$ cat config.mk
export PLATFORM = sky130hd
export DESIGN_NAME = aes_block_packer_flat
export DESIGN_NICKNAME = d
export VERILOG_FILES = /design/src/rtl/aes_block_packer_if.sv /design/src/rtl/aes_block_packer.sv /design/src/flat_wrapper.sv
export SDC_FILE = /design/constraint.sdc
export NUM_CORES = 1
export LEC_CHECK = 0
export CAP_MARGIN = 0
export CORE_ASPECT_RATIO = 0.9
export CORE_MARGIN = 5
export CORE_UTILIZATION = 51
export DETAILED_ROUTE_END_ITERATION = 6
export PLACE_DENSITY = 0.87
export SKIP_LAST_GASP = 1
export SLEW_MARGIN = 0
export SYNTH_ARGS = -nofsm -noshare
export SYNTH_HDL_FRONTEND = slang
export SYNTH_SLANG_ARGS = --single-unit
$ cat constraint.sdc
create_clock -name clk -period 8.55 [get_ports clk]
set_input_delay 1.2825 -clock clk [delete_from_list [all_inputs] [get_ports clk]]
set_output_delay 1.2825 -clock clk [all_outputs]
set_load 0.02 [all_outputs]
$ cat src/rtl/aes_block_packer_if.sv
// Byte-in / block-out handshake bundle between a message source, the packer
// and the AES-128 encryptor data input.
interface aes_block_packer_if;
  logic [7:0]   in_byte;
  logic         in_valid;
  logic         in_last;
  logic         in_ready;
  logic [127:0] blk_data;
  logic         blk_valid;
  logic         blk_last;
  logic         blk_ready;

  modport master (
    output in_byte, in_valid, in_last, blk_ready,
    input  in_ready, blk_data, blk_valid, blk_last
  );

  modport slave (
    input  in_byte, in_valid, in_last, blk_ready,
    output in_ready, blk_data, blk_valid, blk_last
  );
endinterface

$ cat src/rtl/aes_block_packer.sv
// Packs a byte stream into 128-bit AES blocks (first byte in [127:120]),
// with optional PKCS#7 padding of the final block.
module aes_block_packer #(
  parameter bit PAD_EN = 1'b1
) (
  input  logic             clk,
  input  logic             rst,
  aes_block_packer_if.slave bus
);

  typedef enum logic [0:0] {
    FILL   = 1'b0,
    PADBLK = 1'b1
  } state_t;

  state_t       state_r, state_nxt_s;
  logic [119:0] asm_r, asm_nxt_s;
  logic [3:0]   cnt_r, cnt_nxt_s;
  logic [127:0] data_r, data_nxt_s;
  logic         valid_r, valid_nxt_s;
  logic         last_r, last_nxt_s;
  logic         slot_free_s;
  logic         in_ready_s;
  logic         in_xfer_s;
  logic [127:0] word_s;

  // Bytes below cnt come from the assembly buffer, byte cnt is the incoming
  // byte, everything above is the pad value (or zero when padding is off).
  function automatic logic [127:0] build_word(
    input logic [119:0] asm_v,
    input logic [3:0]   cnt_v,
    input logic [7:0]   byte_v
  );
    logic [127:0] src_v;
    logic [127:0] res_v;
    logic [7:0]   pad_v;
    src_v = {asm_v, 8'h00};
    pad_v = PAD_EN ? {4'h0, 4'hf - cnt_v} : 8'h00;
    res_v = 128'd0;
    for (int i = 0; i < 16; i++) begin
      if (4'(i) < cnt_v) begin
        res_v[127-8*i -: 8] = src_v[127-8*i -: 8];
      end else if (4'(i) == cnt_v) begin
        res_v[127-8*i -: 8] = byte_v;
      end else begin
        res_v[127-8*i -: 8] = pad_v;
      end
    end
    return res_v;
  endfunction

  assign slot_free_s = !valid_r || bus.blk_ready;
  assign in_ready_s  = (state_r == FILL) ? slot_free_s : 1'b0;
  assign in_xfer_s   = bus.in_valid && in_ready_s;
  assign word_s      = build_word(asm_r, cnt_r, bus.in_byte);

  assign bus.in_ready  = in_ready_s;
  assign bus.blk_data  = data_r;
  assign bus.blk_valid = valid_r;
  assign bus.blk_last  = last_r;

  // Next-state logic: byte assembly, block completion and the trailing pad block.
  always_comb begin
    state_nxt_s = state_r;
    asm_nxt_s   = asm_r;
    cnt_nxt_s   = cnt_r;
    data_nxt_s  = data_r;
    valid_nxt_s = valid_r;
    last_nxt_s  = last_r;

    if (valid_r && bus.blk_ready) begin
      valid_nxt_s = 1'b0;
    end else begin
      valid_nxt_s = valid_r;
    end

    case (state_r)
      FILL: begin
        if (in_xfer_s) begin
          if ((cnt_r == 4'd15) || bus.in_last) begin
            data_nxt_s  = word_s;
            valid_nxt_s = 1'b1;
            last_nxt_s  = bus.in_last && ((cnt_r != 4'd15) || !PAD_EN);
            cnt_nxt_s   = 4'd0;
            if (bus.in_last && (cnt_r == 4'd15) && PAD_EN) begin
              state_nxt_s = PADBLK;
            end else begin
              state_nxt_s = FILL;
            end
          end else begin
            for (int i = 0; i < 15; i++) begin
              if (4'(i) == cnt_r) begin
                asm_nxt_s[119-8*i -: 8] = bus.in_byte;
              end else begin
                asm_nxt_s[119-8*i -: 8] = asm_r[119-8*i -: 8];
              end
            end
            cnt_nxt_s = cnt_r + 4'd1;
          end
        end else begin
          cnt_nxt_s = cnt_r;
        end
      end
      PADBLK: begin
        if (slot_free_s) begin
          data_nxt_s  = {16{8'h10}};
          valid_nxt_s = 1'b1;
          last_nxt_s  = 1'b1;
          state_nxt_s = FILL;
        end else begin
          state_nxt_s = PADBLK;
        end
      end
      default: begin
        state_nxt_s = FILL;
      end
    endcase
  end

  // State, assembly buffer and output block registers.
  always_ff @(posedge clk or posedge rst) begin
    if (rst) begin
      state_r <= FILL;
      asm_r   <= 120'd0;
      cnt_r   <= 4'd0;
      data_r  <= 128'd0;
      valid_r <= 1'b0;
      last_r  <= 1'b0;
    end else begin
      state_r <= state_nxt_s;
      asm_r   <= asm_nxt_s;
      cnt_r   <= cnt_nxt_s;
      data_r  <= data_nxt_s;
      valid_r <= valid_nxt_s;
      last_r  <= last_nxt_s;
    end
  end

endmodule

$ cat src/flat_wrapper.sv
// flat-port wrapper written by rule: the top's interface ports become plain ports
module aes_block_packer_flat 
#(
  parameter bit PAD_EN = 1'b1
)
  (clk, rst, bus_in_byte, bus_in_valid, bus_in_last, bus_blk_ready, bus_in_ready, bus_blk_data, bus_blk_valid, bus_blk_last);
  aes_block_packer_if bus_i ();
  input  logic clk;
  input  logic rst;
  input wire logic [$bits(bus_i.in_byte)-1:0] bus_in_byte;
  input wire logic [$bits(bus_i.in_valid)-1:0] bus_in_valid;
  input wire logic [$bits(bus_i.in_last)-1:0] bus_in_last;
  input wire logic [$bits(bus_i.blk_ready)-1:0] bus_blk_ready;
  output wire logic [$bits(bus_i.in_ready)-1:0] bus_in_ready;
  output wire logic [$bits(bus_i.blk_data)-1:0] bus_blk_data;
  output wire logic [$bits(bus_i.blk_valid)-1:0] bus_blk_valid;
  output wire logic [$bits(bus_i.blk_last)-1:0] bus_blk_last;
  assign bus_i.in_byte = bus_in_byte;
  assign bus_i.in_valid = bus_in_valid;
  assign bus_i.in_last = bus_in_last;
  assign bus_i.blk_ready = bus_blk_ready;
  assign bus_in_ready = bus_i.in_ready;
  assign bus_blk_data = bus_i.blk_data;
  assign bus_blk_valid = bus_i.blk_valid;
  assign bus_blk_last = bus_i.blk_last;
  aes_block_packer #(.PAD_EN(PAD_EN)) u_core (.clk(clk), .rst(rst), .bus(bus_i));
endmodule
# ---- Yosys cells after proc, flatten, opt, wreduce, memory -nomap -nowiden
# Cells that the tools add are included.
dict set report word_totals {
  word_cells 137
  output_inout_bits 131
  ff_bits 255
}
dict set report op_classes {
  addsub 2
  reduce_logical 25
  mux 52
  eq_ne 20
  bitwise 2
  n_lt_le_gt_ge 16
}
# op count
set op_table {}
lappend op_table {{2-to-1 mux 128 bit} 3}
lappend op_table {{2-to-1 mux 8 bit} 32}
lappend op_table {{one-hot mux 128 bit (2 select lines)} 1}
lappend op_table {{AND reduction 4 bit} 15}
lappend op_table {{== test 4 bit, first input constant} 8}
lappend op_table {{less-than comparator 4 bit, first input constant} 8}
lappend op_table {{== test 3 x 4 -> 1 bit, first input constant} 4}
lappend op_table {{less-than comparator 3 x 4 -> 1 bit, first input constant} 4}
lappend op_table {{2-to-1 mux 1 bit} 12}
lappend op_table {{== test 2 x 4 -> 1 bit, first input constant} 2}
lappend op_table {{less-than comparator 1 x 4 -> 1 bit, first input constant} 2}
lappend op_table {{less-than comparator 2 x 4 -> 1 bit, first input constant} 2}
lappend op_table {{one-hot mux 1 bit (2 select lines)} 3}
lappend op_table {{adder 4 x 1 -> 4 bit, second input constant} 1}
lappend op_table {{== test 1 x 4 -> 1 bit, first input constant} 1}
lappend op_table {{== test 4 bit, second input constant} 1}
lappend op_table {{logical AND 1 bit} 4}
lappend op_table {{zero test 4 bit} 1}
lappend op_table {{2-to-1 mux 4 bit} 1}
lappend op_table {{inequality test 2 bit, second input constant} 2}
lappend op_table {{inequality test 4 bit, second input constant} 1}
lappend op_table {{subtractor 4 bit, first input constant} 1}
lappend op_table {{AND reduction 3 bit} 1}
lappend op_table {{logical OR 1 bit} 2}
lappend op_table {{4 further kinds} 5}

# ---- Longest topological paths before layout
# Gate-level depths: netlist (run 1).
dict set report logic_depth {
  ltp_word 6
  depth_mapped 9
}

# ---- Worst setup path after synthesis (run 1)
# Ideal clock, no wire load.
dict set report synth_timing {
  path_type {input -> register}
  start {input port bus_in_last}
  end {register u_core.asm_r[24]}
  setup_ps 125
  slack_ps 5428
  t_required_ps 8425
  path_stages 6
  t_arrival_ps 2997
  cell_sequence {clkbuf_2 or4_4 buf_6 or4b_4 buf_6 mux2_4}
}
dict set report synth_via {
  elab_chain_cells 3
}
# item line
set synth_rtl {}
lappend synth_rtl {{start: declaration} flat_wrapper.sv:12} ;# input wire logic [$bits(bus_i.in_last)-1:0] bus_in_last;
lappend synth_rtl {{logical OR 1 bit} aes_block_packer.sv:80} ;# if ((cnt_r == 4'd15) || bus.in_last) begin
lappend synth_rtl {{inverter 1 bit (no source line)} --}
lappend synth_rtl {{AND reduction 4 bit (no source line)} --}
lappend synth_rtl {{end signal: assignment} aes_block_packer.sv:131} ;# asm_r <= asm_nxt_s;
lappend synth_rtl {{end: declaration} aes_block_packer.sv:17} ;# logic [119:0] asm_r, asm_nxt_s;
# No other way between the ends.
# A chain may end at the register's enable or synchronous reset.

# ---- Worst setup path after layout (run 1)
dict set report layout_timing {
  start {input port bus_blk_ready}
  end {output port bus_in_ready}
}
dict set report layout_via {
  elab_chain_cells 2
}
# item line
set layout_rtl {}
lappend layout_rtl {{start: declaration} flat_wrapper.sv:13} ;# input wire logic [$bits(bus_i.blk_ready)-1:0] bus_blk_ready;
lappend layout_rtl {{logical OR 1 bit} aes_block_packer.sv:52} ;# assign slot_free_s = !valid_r || bus.blk_ready;
lappend layout_rtl {{2-to-1 mux 1 bit} aes_block_packer.sv:53} ;# assign in_ready_s = (state_r == FILL) ? slot_free_s : 1'b0;
lappend layout_rtl {{end: declaration} flat_wrapper.sv:14} ;# output wire logic [$bits(bus_i.in_ready)-1:0] bus_in_ready;
# No other way between the ends.

==> flow_metrics.tcl, run 1 <==
set metrics [dict create \
    status "finished, final reports clean" \
    synth_seq_cells 255 \
    r2r-start "u_core.cnt_r[3]" \
    overflow 0 \
    synth_cell_types 58 \
    fmax_mhz 249.3 \
    grt_pass1_vias 9292 \
    crit_top_cell "clkdlybuf4s50_1" \
    first_iter_violations 1154 \
    cp_data_arrival_time_ns 2.73 \
    cts_htree_levels 1 \
    rsz0062_at_grt "no" \
    r2r_cells 6 \
    drv_cap 0 \
    synth_nets 1103 \
    synth_top_area_share_pct 54.55 \
    cts_hold_buf 0 \
    clockRootBuffer "clkbuf_16" \
    synth_compound_area_share_pct 16.63 \
    min_from "u_core.bus.blk_data[59]" \
    pin_count 144 \
    synth_top_family_by_area "compound AO/OA/AOI/OAI gates" \
    netlist_top_cells_count "dfrtp_1, nand2_1, mux2_2" \
    start_util_pct 51.97 \
    synth_top_area_cell "dfrtp_1" \
    finalNonFillerCells 1485 \
    clk_pin_slew_ns 0.06 \
    leakage_nw 6.206 \
    holdPathStages 1 \
    cp.depth 4 \
    cts_setup_buffers 0 \
    timing.critical_path.buf_inv 2 \
    synth.most_common_cell "dfrtp_1" \
    ir_worst_vdd_mv 0.1475 \
    routedWlPerCell_um 22.65 \
    fin_skew_ns 0.01575 \
    grt_max_degree 95 \
    worst-path-max-fanout 6 \
    r2r_slack_ns 4.73 \
    die_area_um2 26070 \
    core_region_area_um2 22510 \
    clock_sinks 255 \
    powerDensity_nw_per_um2 248.2 \
    drive_gt1_share_pct 17.27 \
    crit_path_cell_trace "clkdlybuf4s50_1 -> and2b_4 -> nor2_1 -> clkdlybuf4s50_1" \
    crit_required_ns 7.27 \
    critical-path-top-delay-family "buffers and inverters" \
    period_minus_slack_ns 4.011 \
    endpoint_kind "output pin" \
    place.gp.congestion 0.8812 \
    first_pass_iters 5 \
    grt_usage_pct 25.05 \
    ys.flop_type "dfrtp_1" \
    area_growth_pct 20.18 \
    rows 52 \
    synth_xor_area_share_pct 0 \
    n_fill_cell 1751 \
    nNetsFinal 1187 \
    dp_slack_ns 4.452 \
    startpoint_type "primary input" \
    worst_slack_ns 4.539 \
    slowest_stage "clkdlybuf4s50_1" \
    path_class "primary input to output pin" \
    grt_pass1_wl_um 52510 \
    fin_tns_setup_ns 0 \
    synth_area_um2 11700 \
    antenna_found_initial 1 \
    avgViaCountPerCell 6.310 \
    hpwl_um 21160 \
    clock_insertion_delay_worst_skew_ns 0.54 \
    synth_edf_count 0 \
    die_h_um 153.7 \
    ys_async_sr_fraction_pct 100.0 \
    cts_tree "done" \
    hold_viol_final 0 \
    yosys.area_share.simple_pct 11.03 \
    worst-slew-pin-transition_ns 1.257 \
    ant_nets 0 \
    min_to "u_core.bus.blk_data[59]" \
    wl_um 33640 \
    port_buffers 143 \
    numCtsBuffers 25 \
    min_period_over_period_pct 46.91 \
    min_path_type "flop to flop" \
    r2r-end "u_core.bus.blk_data[23]" \
    relSlewSlack_pct 15.92 \
    synthAdderAreaFrac_pct 0.5348 \
    vias 9371 \
    slew_viol_final 0 \
    ys_seq_area_share_pct 54.55 \
    synth_cells 1085 \
    max_stage_delay_ns 0.63 \
    placedCellCount 1439 \
    ys.warnings.count 0 \
    synthTopCellsByArea "dfrtp_1, mux2_2, o21ai_0" \
    setup_viol 0 \
    remaining_drc_errors 0 \
    synthMuxAreaShare_pct 13.26 \
    avgSynthCellArea_um2 10.78 \
    die_w_um 169.6 \
    cts_resized 0 \
    clockBufferDepth 3 \
]
==> cells by family (layout without fill, tap and decap cells) <==
logic type      after synthesis  count (layout)
compound gates              297             297
fa+ha+maj                     5               5
buf+inv                     118             220
flops                       255             255
mux                         137             137
other cells                   0               1
simple gates                273             273
==> flip-flops by register name, indices dropped and copies added (netlist names) <==
name                  flops
u_core.bus.blk_data     128
u_core.asm_r            120
u_core.cnt_r              4
u_core.bus.blk_last       1
u_core.bus.blk_valid      1
u_core.state_r            1
==> worst max-delay path by stage <==
| stage | slack (ns) | start | end |
|---|---|---|---|
| after global routing | 4.50 | bus_blk_ready | bus_in_ready |
| after CTS | 4.54 | bus_blk_ready | bus_in_ready |
| after detailed placement | 4.45 | bus_in_last | u_core.bus.blk_data[118] |
| final | 4.54 | bus_blk_ready | bus_in_ready |
| after floorplan | 0.25 | rst | u_core.asm_r[0] |
| after global placement | 4.53 | bus_blk_ready | bus_in_ready |
==> stage by stage <==
step | util [%] | power [W] | area (µm²) | hold WS [ns]
2_1_floorplan | - | 0.002045 | 11700 | 0.4728
3_3_place_gp | 58.93 | 0.002385 | 13270 | 0.4615
3_5_place_dp | 58.93 | 0.002418 | 13270 | 0.4683
4_1_cts | 62.44 | 0.003492 | 14060 | 0.4824
5_1_grt | 62.46 | 0.003619 | 14060 | 0.5012
6_report | 62.46 | 0.003489 | 14060 | 0.4772
==> power by group <==
part           internal [W]  switching, W  total [W]
logic              0.000383      0.000497   0.000880
clock network      0.000612      0.000468    0.00108
registers           0.00141      0.000121    0.00153
total               0.00240       0.00109    0.00349
==> metal layers <==
| layer | GRT usage (%) | up-vias | wire length [µm] |
|---|---|---|---|
| met4 | 7.704 | 0 | 1049 |
| met5 | 0 | - | 0 |
| li1 | - | 4062 | - |
| met2 | 39.99 | 579 | 15910 |
| met1 | 34.40 | 4633 | 13100 |
| met3 | 5.648 | 97 | 3582 |
==> placed cells by master, fill, tap and decap left out, types with 13 or more instances in the layout <==
cell type / n
a21oi_1: 46
a22o_1: 22
a22oi_1: 13
a32oi_1: 18
buf_4: 21
clkbuf_16: 25
clkdlybuf4s50_1: 143
dfrtp_1: 252
mux2_2: 112
mux2i_1: 17
nand2_1: 134
nand2b_1: 13
nand3_1: 14
nor2_1: 61
o21ai_0: 106
o31ai_1: 17
==> final cells by class <==
| cell class | instances | area [µm²] | share of cell area [%] |
|---|---|---|---|
| diodes | 1 | 2.502 | 0.01780 |
| clock buffers | 35 | 713.2 | 5.073 |
| clock inverters | 10 | 78.83 | 0.5606 |
| inverters | 11 | 48.80 | 0.3471 |
| multi-input cells | 712 | 4871 | 34.64 |
| flip-flops and latches | 255 | 6385 | 45.41 |
| well taps | 297 | 371.6 | 2.643 |
| repair buffers | 164 | 1589 | 11.30 |
Power figures use the tool's default switching activity.
==> run 2: changes to the inputs <==
clock period = 3.5 ns   (was 8.55 ns; I/O delays follow)
==> flow_metrics.tcl, run 2 (same netlist as run 1, synthesis figures left out) <==
set metrics [dict create \
    powerDensity_nw_per_um2 614.4 \
    path_class "flop to flop" \
    slowest_stage "a2111o_1" \
    r2r-start "u_core.cnt_r[2]" \
    die_area_um2 26070 \
    routedWlPerCell_um 22.68 \
    fmax_mhz 350.9 \
    r2r_slack_ns 0.65 \
    vias 9503 \
    rsz0062_at_grt "no" \
    ir_worst_vdd_mv 0.4643 \
    place.gp.congestion 0.9079 \
    cts_setup_buffers 0 \
    clock_insertion_delay_worst_skew_ns 0.53 \
    clk_pin_slew_ns 0.06 \
    worst-path-max-fanout 30 \
    postLayoutCoreUtil_pct 63.95 \
    startpoint_type "flop" \
    numCtsBuffers 27 \
    layout_commonest_cell "dfrtp_1" \
    grt_pass1_vias 9664 \
    area_growth_pct 23.05 \
    clock_sinks 255 \
    r2r_cells 4 \
    die_h_um 153.7 \
    relSlewSlack_pct 26.87 \
    wl_um 34340 \
    endpoint_kind "flop" \
    hpwl_um 23250 \
    hold_slack_ns 0.3093 \
    dp_slack_ns 0.5021 \
    multiInputGateArea_um2 4866 \
    status "finished, final reports clean" \
    clockBufferDepth 3 \
    critical-path-top-delay-family "compound AO/OA/AOI/OAI gates" \
    cts_resized 0 \
    die_w_um 169.6 \
    rows 52 \
    start_util_pct 51.97 \
    ant_nets 0 \
    placedCellCount 1466 \
    r2r-end "u_core.bus.blk_data[50]" \
    worst_slack_ns 0.6503 \
    drive_gt1_share_pct 19.24 \
    finalNonFillerCells 1514 \
    grt_pass1_wl_um 54170 \
    max_stage_delay_ns 0.83 \
    crit_required_ns 3.93 \
    first_pass_iters 5 \
    largest_register_ffs 128 \
    crit_start "u_core.cnt_r[2]" \
    overflow 0 \
    layout_common_cells "dfrtp_1, clkdlybuf4s50_1, nand2_1" \
    grt_usage_pct 25.98 \
    avgViaCountPerCell 6.277 \
    nNetsFinal 1216 \
    cts_tree "done" \
    grt_max_degree 98 \
    cts_htree_levels 1 \
    port_buffers 143 \
    leakage_nw 6.391 \
    cp_data_arrival_time_ns 3.28 \
    pin_count 144 \
    crit_path_cell_trace "nand3_1 -> a2111o_1 -> buf_4 -> o31ai_1" \
    antenna_found_initial 0 \
    min_path_type "primary input to async pin" \
    hold_viol_final 0 \
    timing.critical_path.buf_inv 1 \
    regArea_um2 6384 \
    worst-slew-pin-transition_ns 1.094 \
    first_iter_violations 1180 \
    slew_viol_final 0 \
    fin_skew_ns 0.01065 \
    n_fill_cell 1737 \
    cp.depth 4 \
    drv_cap 0 \
    clockRootBuffer "clkbuf_16" \
    endpoint "u_core.bus.blk_data[50]" \
    setup_viol 0 \
    period_minus_slack_ns 2.850 \
    min_period_over_period_pct 81.42 \
    core_region_area_um2 22510 \
    power.total_w 0.008844 \
    cts_hold_buf 0 \
    remaining_drc_errors 0 \
]
## run 2: cell count changes in the layout (fill, tap and decap cells not counted), moves of 2 or more
cell / previous run / this run
buf_4: 21 / 45
buf_12: 0 / 3
bufinv_16: 1 / 3
clkbuf_1: 5 / 3
clkbuf_16: 25 / 27
clkinvlp_4: 0 / 2
## run 2: cell type report
class	count	area share, %
Multi-Input combinational cell	712	33.80
Clock buffer	35	5.250
Tap cell	297	2.581
Clock inverter	12	0.9822
Sequential cell	255	44.35
Timing Repair Buffer	191	12.71
Antenna cell	1	0.01738
Inverter	11	0.3129
## run 2: how the worst min path moves through the flow
stage	from	to	depth (start not counted)
after CTS	rst	u_core.bus.blk_data[49]	2
final	rst	u_core.bus.blk_data[49]	2
after detailed placement	u_core.bus.blk_data[50]	u_core.bus.blk_data[50]	2
after global placement	u_core.bus.blk_data[2]	u_core.bus.blk_data[2]	1
after global routing	rst	u_core.bus.blk_data[49]	2
after floorplan	u_core.asm_r[44]	u_core.asm_r[44]	1
## run 2: metrics by stage
stage / TNS, ns / cell area [µm²]
3_5_place_dp: 0 / 13500
6_report: 0 / 14400
2_1_floorplan: -97.57 / 11700
4_1_cts: 0 / 14390
5_1_grt: 0 / 14390
3_3_place_gp: 0 / 13500
## run 2: layer usage
layer / vias to the layer above / GRT usage [%] / routed length, µm
met4: 0 / 9.582 / 1184
met1: 4752 / 35.81 / 13900
li1: 4128 / - / -
met5: - / 0 / 0
met3: 94 / 5.443 / 3320
met2: 529 / 40.82 / 15930
## run 2: worst register-to-register path, cell delays in order (launching register included)
cell,delay (ns)
dfrtp_2,0.72
nand3_1,0.53
a2111o_1,0.83
buf_4,0.37
o31ai_1,0.30
## run 2: power breakdown
group | switching (W) | internal [W]
sequential | 0.000323 | 0.00344
combinational | 0.00122 | 0.000970
clock | 0.00116 | 0.00173
total | 0.00270 | 0.00615
==> run 3: changes to the inputs <==
clock period = 2.6 ns   (was 3.5 ns; I/O delays follow)
==> flow_metrics.tcl, run 3 (same netlist as run 1, synthesis figures left out) <==
set metrics [dict create \
    status "finished, violations left" \
    violations "design-rule violations" \
    setup_viol 0 \
    routedWlPerCell_um 22.91 \
    clockRootBuffer "clkbuf_16" \
    swShare_pct 31.02 \
    path_class "flop to flop" \
    leakage_nw 6.533 \
    antenna_found_initial 0 \
    clk_pin_slew_ns 0.07 \
    worst-path-max-fanout 26 \
    clkPwrFrac_pct 31.6 \
    remaining_drc_errors 1 \
    vias 9760 \
    cp_data_arrival_time_ns 2.87 \
    min_period_over_period_pct 94.12 \
    clock_sinks 255 \
    postLayoutCoreUtil_pct 64.91 \
    endpoint "u_core.bus.blk_data[21]" \
    grt_usage_pct 26.65 \
    pin_count 144 \
    cts_htree_levels 1 \
    fmax_mhz 408.6 \
    grt_pass1_wl_um 56020 \
    fin_tns_setup_ns 0 \
    layout_common_cells "dfrtp_1, clkdlybuf4s50_1, nand2_1" \
    wl_um 35350 \
    slowest_stage "dfrtp_2" \
    grt_max_degree 135 \
    layout_commonest_cell "dfrtp_1" \
    seq_power_share_pct 42.8 \
    fin_skew_ns 0.02065 \
    cts_hold_buf 0 \
    r2r-start "u_core.cnt_r[2]" \
    ir_worst_vdd_mv 0.5578 \
    ant_nets 0 \
    first_pass_iters 7 \
    period_minus_slack_ns 2.447 \
    rows 52 \
    die_w_um 169.6 \
    rsz0062_at_grt "no" \
    slew_viol_final 0 \
    relSlewSlack_pct 49.07 \
    cts_setup_buffers 0 \
    hold_slack_ns 0.4140 \
    p_sw_w 0.003669 \
    worst-slew-pin-transition_ns 0.7639 \
    hpwl_um 23480 \
    worst_slack_ns 0.1529 \
    die_area_um2 26070 \
    drv_cap 0 \
    crit_top_cell "buf_4" \
    dp_slack_ns -0.01865 \
    area_growth_pct 24.90 \
    r2r_cells 5 \
    numCtsBuffers 26 \
    core_region_area_um2 22510 \
    startpoint_type "flop" \
    place.gp.congestion 0.9495 \
    overflow 0 \
    p_comb_share_pct 25.7 \
    avgViaCountPerCell 6.325 \
    crit_path_cell_trace "buf_4 -> nand3_1 -> a2111o_1 -> buf_4 -> o31ai_1" \
    antenna_cells 0 \
    port_buffers 143 \
    crit_required_ns 3.02 \
    clock_insertion_delay_worst_skew_ns 0.54 \
    crit_start "u_core.cnt_r[2]" \
    grt_pass1_vias 9811 \
    r2r-end "u_core.bus.blk_data[21]" \
    p_int_w 0.008161 \
    nNetsFinal 1245 \
    min_path_type "primary input to async pin" \
    die_h_um 153.7 \
    start_util_pct 51.97 \
    powerDensity_nw_per_um2 809.6 \
    drive_gt1_share_pct 20.79 \
    endpoint_kind "flop" \
    first_iter_violations 1403 \
    cts_tree "done" \
    r2r_slack_ns 0.15 \
    largest_register_ffs 128 \
    hold_viol_final 0 \
    clockBufferDepth 3 \
    max_stage_delay_ns 0.63 \
]
==> run 3: cell count changes in the layout (fill, tap and decap cells not counted), sizes merged <==
cell	before	now
buf	48	78
bufinv	3	2
clkbuf	35	39
clkdlybuf4s50	143	142
clkinv	9	6
clkinvlp	2	1
diode	1	0
dlymetal6s2s	0	1
inv	9	10
==> run 3: cell type report <==
class | instances | area, µm²
Tap cell | 297 | 371.6
Multi-Input combinational cell | 712 | 4868
Clock inverter | 8 | 105.1
Inverter | 11 | 45.04
Sequential cell | 255 | 6384
Timing Repair Buffer | 221 | 2098
Clock buffer | 39 | 739.5
Fill cell | 1652 | 7900
==> run 3: how the worst min path moves through the flow <==
stage | from | to | slack, ns | cells past startpoint
after CTS | rst | u_core.state_r | 0.48 | 3
after detailed placement | u_core.bus.blk_data[59] | u_core.bus.blk_data[59] | 0.47 | 1
after global routing | u_core.bus.blk_data[81] | u_core.bus.blk_data[81] | 0.51 | 2
after global placement | u_core.bus.blk_data[59] | u_core.bus.blk_data[59] | 0.46 | 1
after floorplan | u_core.asm_r[44] | u_core.asm_r[44] | 0.47 | 1
final | rst | u_core.bus.blk_data[82] | 0.41 | 3
==> run 3: metal layers <==
metal  routed length, µm  vias up  track usage (%)  part of all wire, %
li1                    -     4181                -                    -
met1               13950     4796            36.68                   39
met2               16210      658            41.73                   46
met3                3761      125            6.187                   11
met4                1434        0            9.314                  4.1
met5                   0        -                0                    0
==> run 3: power by group through the flow <==
stage | Combinational [W] | Sequential [W] | Clock (W)
detailed placement | 0.00299 | 0.00510 | 0
global route | 0.00324 | 0.00513 | 0.00393
finish | 0.00304 | 0.00506 | 0.00374
global placement | 0.00291 | 0.00507 | 0
CTS | 0.00303 | 0.00505 | 0.00375
floorplan | 0.00132 | 0.00540 | 0
==> run 3: timing repair <==
action                                 CTS  global route
pin swaps                                0             0
endpoints found under the hold margin    0             0
setup endpoints to repair                1             1
gates resized for setup                  2             1
==> run 3: metrics by stage <==
step	power, W	instance area [µm²]	instances
final	0.01183	14610	1543
after global routing	0.01229	14610	1543
after CTS	0.01183	14610	1543
after detailed placement	0.008096	13760	1496
after global placement	0.007980	13760	1496
after floorplan	0.006725	11700	1085
==> run 3: worst max-delay path, delay by kind of cell (launching register included) <==
kind	cells	cell delay (ns)
compound gates	2	0.92
flops	1	0.63
buf+inv	2	0.57
simple gates	1	0.19
